File: config.mk
export PLATFORM = sky130hd
export DESIGN_NAME = adder_share_arbiter
export DESIGN_NICKNAME = d
export VERILOG_FILES = /design/src/rtl/adder_share_arbiter.sv
export SDC_FILE = /design/constraint.sdc
export NUM_CORES = 1
export LEC_CHECK = 0
export BUFFER_PORTS_ARGS = -buffer_cell sky130_fd_sc_hd__buf_2
export CAP_MARGIN = 5
export CORE_MARGIN = 10
export CORE_UTILIZATION = 30
export CTS_BUF_LIST = sky130_fd_sc_hd__clkbuf_2
export DETAILED_ROUTE_END_ITERATION = 6
export SETUP_SLACK_MARGIN = 0.4
export SYNTH_ARGS = -nofsm -noshare
export SYNTH_HDL_FRONTEND = slang
export SYNTH_SLANG_ARGS = --single-unit
File: constraint.sdc
create_clock -name clk -period 1.5 [get_ports clk]
set_input_delay 0.3 -clock clk [delete_from_list [all_inputs] [get_ports clk]]
set_output_delay 0.3 -clock clk [all_outputs]
set_load 0.02 [all_outputs]
File: src/rtl/adder_share_arbiter.sv
// Round-robin scheduler sharing one registered WIDTH-bit adder among NREQ requesters.
// One operation in flight at a time; results leave over a valid/ready handshake.
//
// state | meaning
// IDLE  | waiting for any req; picks round-robin winner and latches its operands
// CALC  | grant pulse to the winner; sum registered at the end of this cycle
// DONE  | result held with res_valid until res_ready
module adder_share_arbiter #(
  parameter int NREQ  = 4,
  parameter int WIDTH = 4,
  parameter int CNTW  = 8,
  localparam int IDW  = $clog2(NREQ)
) (
  input  logic                  clk,
  input  logic                  rst,
  input  logic [NREQ-1:0]       req,
  input  logic [NREQ*WIDTH-1:0] op_a,
  input  logic [NREQ*WIDTH-1:0] op_c,
  output logic [NREQ-1:0]       gnt,
  output logic                  busy,
  output logic [WIDTH:0]        res,
  output logic [IDW-1:0]        res_id,
  output logic                  res_valid,
  input  logic                  res_ready,
  output logic [CNTW-1:0]       done_cnt
);

  typedef enum logic [1:0] {IDLE = 2'd0, CALC = 2'd1, DONE = 2'd2} state_t;

  state_t           state, state_nxt;
  logic [IDW-1:0]   rr_ptr;
  logic [IDW-1:0]   win_id;
  logic [IDW-1:0]   cand;
  logic             win_found;
  logic [WIDTH-1:0] lat_a;
  logic [WIDTH-1:0] lat_c;

  // First requester at or after rr_ptr, wrapping; rr_ptr already skips the last winner.
  always_comb begin
    win_id    = '0;
    win_found = 1'b0;
    cand      = '0;
    for (int k = 0; k < NREQ; k++) begin
      cand = IDW'((int'(rr_ptr) + k) % NREQ);
      if (!win_found && req[cand]) begin
        win_found = 1'b1;
        win_id    = cand;
      end
    end
  end

  always_ff @(posedge clk or posedge rst) begin
    if (rst) state <= IDLE;
    else     state <= state_nxt;
  end

  always_comb begin
    state_nxt = state;
    case (state)
      IDLE:    if (win_found) state_nxt = CALC;
      CALC:    state_nxt = DONE;
      DONE:    if (res_ready) state_nxt = IDLE;
      default: state_nxt = IDLE;
    endcase
  end

  // Outputs decoded from state so reset clears them without waiting for a clock.
  always_comb begin
    gnt       = '0;
    busy      = (state != IDLE);
    res_valid = (state == DONE);
    if (state == CALC) gnt[res_id] = 1'b1;
  end

  always_ff @(posedge clk or posedge rst) begin
    if (rst) begin
      lat_a    <= '0;
      lat_c    <= '0;
      res      <= '0;
      res_id   <= '0;
      done_cnt <= '0;
      rr_ptr   <= '0;
    end else begin
      case (state)
        IDLE: begin
          if (win_found) begin
            lat_a  <= op_a[int'(win_id)*WIDTH +: WIDTH];
            lat_c  <= op_c[int'(win_id)*WIDTH +: WIDTH];
            res_id <= win_id;
          end
        end
        CALC: res <= {1'b0, lat_a} + {1'b0, lat_c};
        DONE: begin
          if (res_ready) begin
            done_cnt <= done_cnt + CNTW'(1);
            rr_ptr   <= (res_id == IDW'(NREQ - 1)) ? '0 : res_id + IDW'(1);
          end
        end
        default: ;
      endcase
    end
  end

endmodule

==> run summary <==
The flow ran to the end, but the final reports show violations. The checks that failed: negative setup slack. For the number of top-level pins, the log shows 60. In the layout the commonest cells are sky130_fd_sc_hd__buf_2, sky130_fd_sc_hd__buf_6, sky130_fd_sc_hd__buf_4, sky130_fd_sc_hd__dfrtp_1, sky130_fd_sc_hd__nand2_1. The multi-input combinational cells in the finished layout cover a total of 1122 µm². Input and output buffers added on the ports amount to 59. The initial utilization of the core area, before any placement, comes to 31.69%.

The number of nets handed over by synthesis was 201. The placer's final routability congestion estimate is 0.7338. The worst path uses 112.1% of the clock period. The tree is rooted in a sky130_fd_sc_hd__clkbuf_2.

The library cell used most frequently in the layout, excluding fill and tap cells, is sky130_fd_sc_hd__buf_2. Setup repair after global routing could not meet its margin everywhere. The total congestion overflow was 0. The synthesized netlist devotes 14.50% of its cell area to simple gates. The run gives 15 as the number of setup violations in the final report.

The number of fill cells was 401; the area inside the core boundary was 4848 µm². The run gives 3 as the clock buffer count from CTS. By area, the combinational part of the netlist is dominated by simple AND/OR/NAND/NOR gates. The pin count of the biggest net entering global routing came out at 28.

From left edge to right edge, the die measures 91.57 µm. Dividing total power by cell area gives a power density of 1903 nW/µm². Relative to the synthesized area, the layout overhead comes to 81.68%. For the final database, setup skew stands at 0.009731 ns. After the first detailed-routing iteration, the DRC count stood at 73. The worst register-to-register path ends at lat_a[2]$_DFFE_PP0P_. The synthesized netlist devotes 11.89% of its cell area to compound gates. The share of total power dissipated in sequential elements is 25.1%. The run gives -1.627 ns as the final setup TNS. For the sequential share of the synthesized area, the log shows 43.97%.

The number of instances in the synthesized netlist came out at 152. Once detail routing completed, the nets flagged for antenna violations numbered 0. The run gives 304 as the number of nets in the final layout.

The register bit total from synthesis was 27; the number of diodes was 0. The hold path endpoint was state[1]$_DFFE_PP0P_. The routed wire length per instance is 14.68 µm, and the synthesized area per cell is 10.11 µm². Of all nets on the critical path, the largest fanout is 4. The number of cells on the worst reg-to-reg path was 5. TritonCTS built the clock tree.

The critical path in this run is classified as reg -> out. For the pin with the worst max-slew slack, the measured transition is 0.3478 ns. The analysis attributes to net switching a power of 2.168 mW. The clock transition at the registers of the reported paths was 0.25 ns. The run gives 0 as the number of antenna violations at the first check in global routing. Summing over every cut layer, the via total after detailed routing is 1436.

STA classifies the critical path startpoint as a register. For the number of pins exceeding their max-slew limit in the final report, the log shows 0. The worst-case IR drop observed on VDD is 993.3 µV.

The run gives -0.12 ns as the reg2reg setup slack. The tools report the startpoint of the most critical register-to-register path as rr_ptr[1]$_DFFE_PP0P_. The run gives 1536 µm² as the area of the mapped netlist. The worst-skew pair later-pin latency came out at 0.36 ns. Per report_power, the combinational group accounts for 69.6% of the total. The via count of the first global-routing pass was 1581.

The post-synthesis share of cell area spent on xor and xnor gates is 5.130%, and the share of post-route cells with drive strength above 1 is 68.11%. The sort of element at the end of the critical path is a primary output. The floorplan step defined a die boundary enclosing 8384 µm². The clock net in this run drives a total of 27 sinks. The total iterations of the first detailed-routing run is 4, and the leakage power total is 1.384 nW.

Counting along the longest clock path gives a buffer depth of 2. Once detailed placement completed, the half-perimeter wirelength came to 3.169 mm. The min-delay analysis places its worst path in the category in -> reg. For the worst setup path, the data required time is 1.20 ns. The switching share of power was 40.80%; the data arrival at the endpoint of the critical path was 1.38 ns. The logs give 3.145 mW for the internal power summed over all cells and 681.9 µm² for the register area. Counting instances, the worst hold path has a depth of 2. Before CTS, the worst setup slack after placement is -0.08153 ns.

For this block, the routed nets add up to 4.711 mm of wire. The total global routing track utilization is 10.73%. After synthesis, the share of cell area in mux cells is 10.42%.

The final setup slack of the worst path was -0.1810 ns. The fmax is 594.9 MHz, and the filler-free cell count of the finished design is 321. Minimum clock period: 1.681 ns.

Max-cap violations in this run came to 0. In this run, distinct cell masters in the synthesized netlist total 29. During synthesis, Yosys emitted a total of 0 warnings. The CTS H-tree depth is 1.

Across all hold checks on the routed design, the worst slack comes to 0.1213 ns. The launch instance of the worst min-delay path was res_ready. The die is 91.57 µm tall.

The synthesized netlist devotes 8.632% of its cell area to adder and majority cells. The run gives 280 as the cell count after placement. The site row count came out at 25. The power share of the clock group is 5.4%. The final hold violation count came out at 0.

After detailed routing, the number of remaining DRC violations is 0. The detail-routed via count per cell is 4.474, and the normalized max-slew margin is 76.82%. The first global-routing pass estimated 7.665 mm of wire. After routing the design area is 2791 µm². The run gives 2024 µm² as the area of placed instances.
-- state kept, by name (all words and copies together), names as in the netlist --
name and count:
done_cnt 8, state 2, res 5, lat_a 4, rr_ptr 2, res_id 2
lat_c 4
-- power by group through the flow --
stage	combinational, mW	sequential, mW	clock [mW]
floorplan	1.42	1.47	0
global placement	2.14	1.33	0
detailed placement	2.18	1.34	0
CTS	3.19	1.31	0.294
global route	4.02	1.37	0.335
finish	3.70	1.33	0.285
-- layout make-up --
class | instances | share of cell area (%)
clock buffers | 3 | 0.5379
multi-input cells | 111 | 40.21
well taps | 67 | 3.003
clock inverters | 1 | 0.1793
repair buffers | 101 | 29.99
inverters | 11 | 1.658
flip-flops and latches | 27 | 24.43
-- critical path: stages, from the launching register on --
cell and delay, ns:
sky130_fd_sc_hd__dfrtp_2 0.52, sky130_fd_sc_hd__inv_2 0.11, sky130_fd_sc_hd__ha_2 0.16, sky130_fd_sc_hd__and2_4 0.13, sky130_fd_sc_hd__buf_6 0.11
-- cells by family after synthesis --
kind of cell,after synthesis
XOR/XNOR,9
AO/OA/AOI/OAI,26
AND/OR/NAND/NOR,48
adder cells (fa/ha/maj),10
buffers and inverters,16
multiplexers,16
flip-flops,27
-- metal layers --
metal	vias to the layer above	track usage [%]	wire, µm
met5	-	0	0
met4	0	1.567	15
met3	2	3.951	332
met2	48	18.19	2326
met1	660	12.86	2036
li1	726	-	-
-- what timing repair did --
action	CTS	global route
resized for setup	88	27
hold endpoints to repair	27	0
setup buffers	19	12
endpoints found under the setup margin	42	48
gates cloned	2	3
pin swaps	25	11
hold buffers	1	0
-- through the flow --
step	util [%]	total power [mW]
detailed placement	41.75	3.521
CTS	52.10	4.793
finish	57.57	5.313
floorplan	-	2.893
global placement	41.75	3.466
global route	57.57	5.727
-- Yosys cell counts --
cell type	number	area, µm²
sky130_fd_sc_hd__a211o_1	1	8.760
sky130_fd_sc_hd__a21o_1	3	22.52
sky130_fd_sc_hd__a21oi_1	3	15.01
sky130_fd_sc_hd__a31o_1	1	8.760
sky130_fd_sc_hd__and2_1	4	25.02
sky130_fd_sc_hd__and3_1	1	6.260
sky130_fd_sc_hd__and3b_1	1	8.760
sky130_fd_sc_hd__buf_12	1	20.02
sky130_fd_sc_hd__buf_6	1	11.26
sky130_fd_sc_hd__clkbuf_1	3	11.26
sky130_fd_sc_hd__dfrtp_1	27	675.7
sky130_fd_sc_hd__fa_1	1	20.02
sky130_fd_sc_hd__ha_1	9	112.6
sky130_fd_sc_hd__inv_1	11	41.29
sky130_fd_sc_hd__mux2i_1	16	160.2
sky130_fd_sc_hd__nand2_1	25	93.84
sky130_fd_sc_hd__nand2b_1	2	12.51
sky130_fd_sc_hd__nand3_1	3	15.01
sky130_fd_sc_hd__nand3b_1	1	7.510
sky130_fd_sc_hd__nor2_1	6	22.52
sky130_fd_sc_hd__nor2b_1	3	18.77
sky130_fd_sc_hd__o21ai_0	2	10.01
sky130_fd_sc_hd__o21ai_1	5	25.02
sky130_fd_sc_hd__o221ai_1	9	78.83
sky130_fd_sc_hd__o22ai_1	1	6.260
sky130_fd_sc_hd__o31ai_1	1	7.510
sky130_fd_sc_hd__or2_1	2	12.51
sky130_fd_sc_hd__xnor2_1	4	35.03
sky130_fd_sc_hd__xor2_1	5	43.79
-- worst max path at each step --
stage	start	endpoint	slack, ns	cells after the start
2_1_floorplan	state[0]$_DFFE_PP0P_	lat_a[2]$_DFFE_PP0P_	0.02	5
3_3_place_gp	req[0]	lat_c[2]$_DFFE_PP0P_	-0.08	7
3_5_place_dp	req[0]	lat_a[2]$_DFFE_PP0P_	-0.08	7
4_1_cts	res_id[0]$_DFFE_PP0P_	gnt[2]	-0.20	4
5_1_grt	res_id[0]$_DFFE_PP0P_	gnt[2]	-0.26	4
6_report	res_id[0]$_DFFE_PP0P_	gnt[2]	-0.18	4
Power figures use the tool's default switching activity.
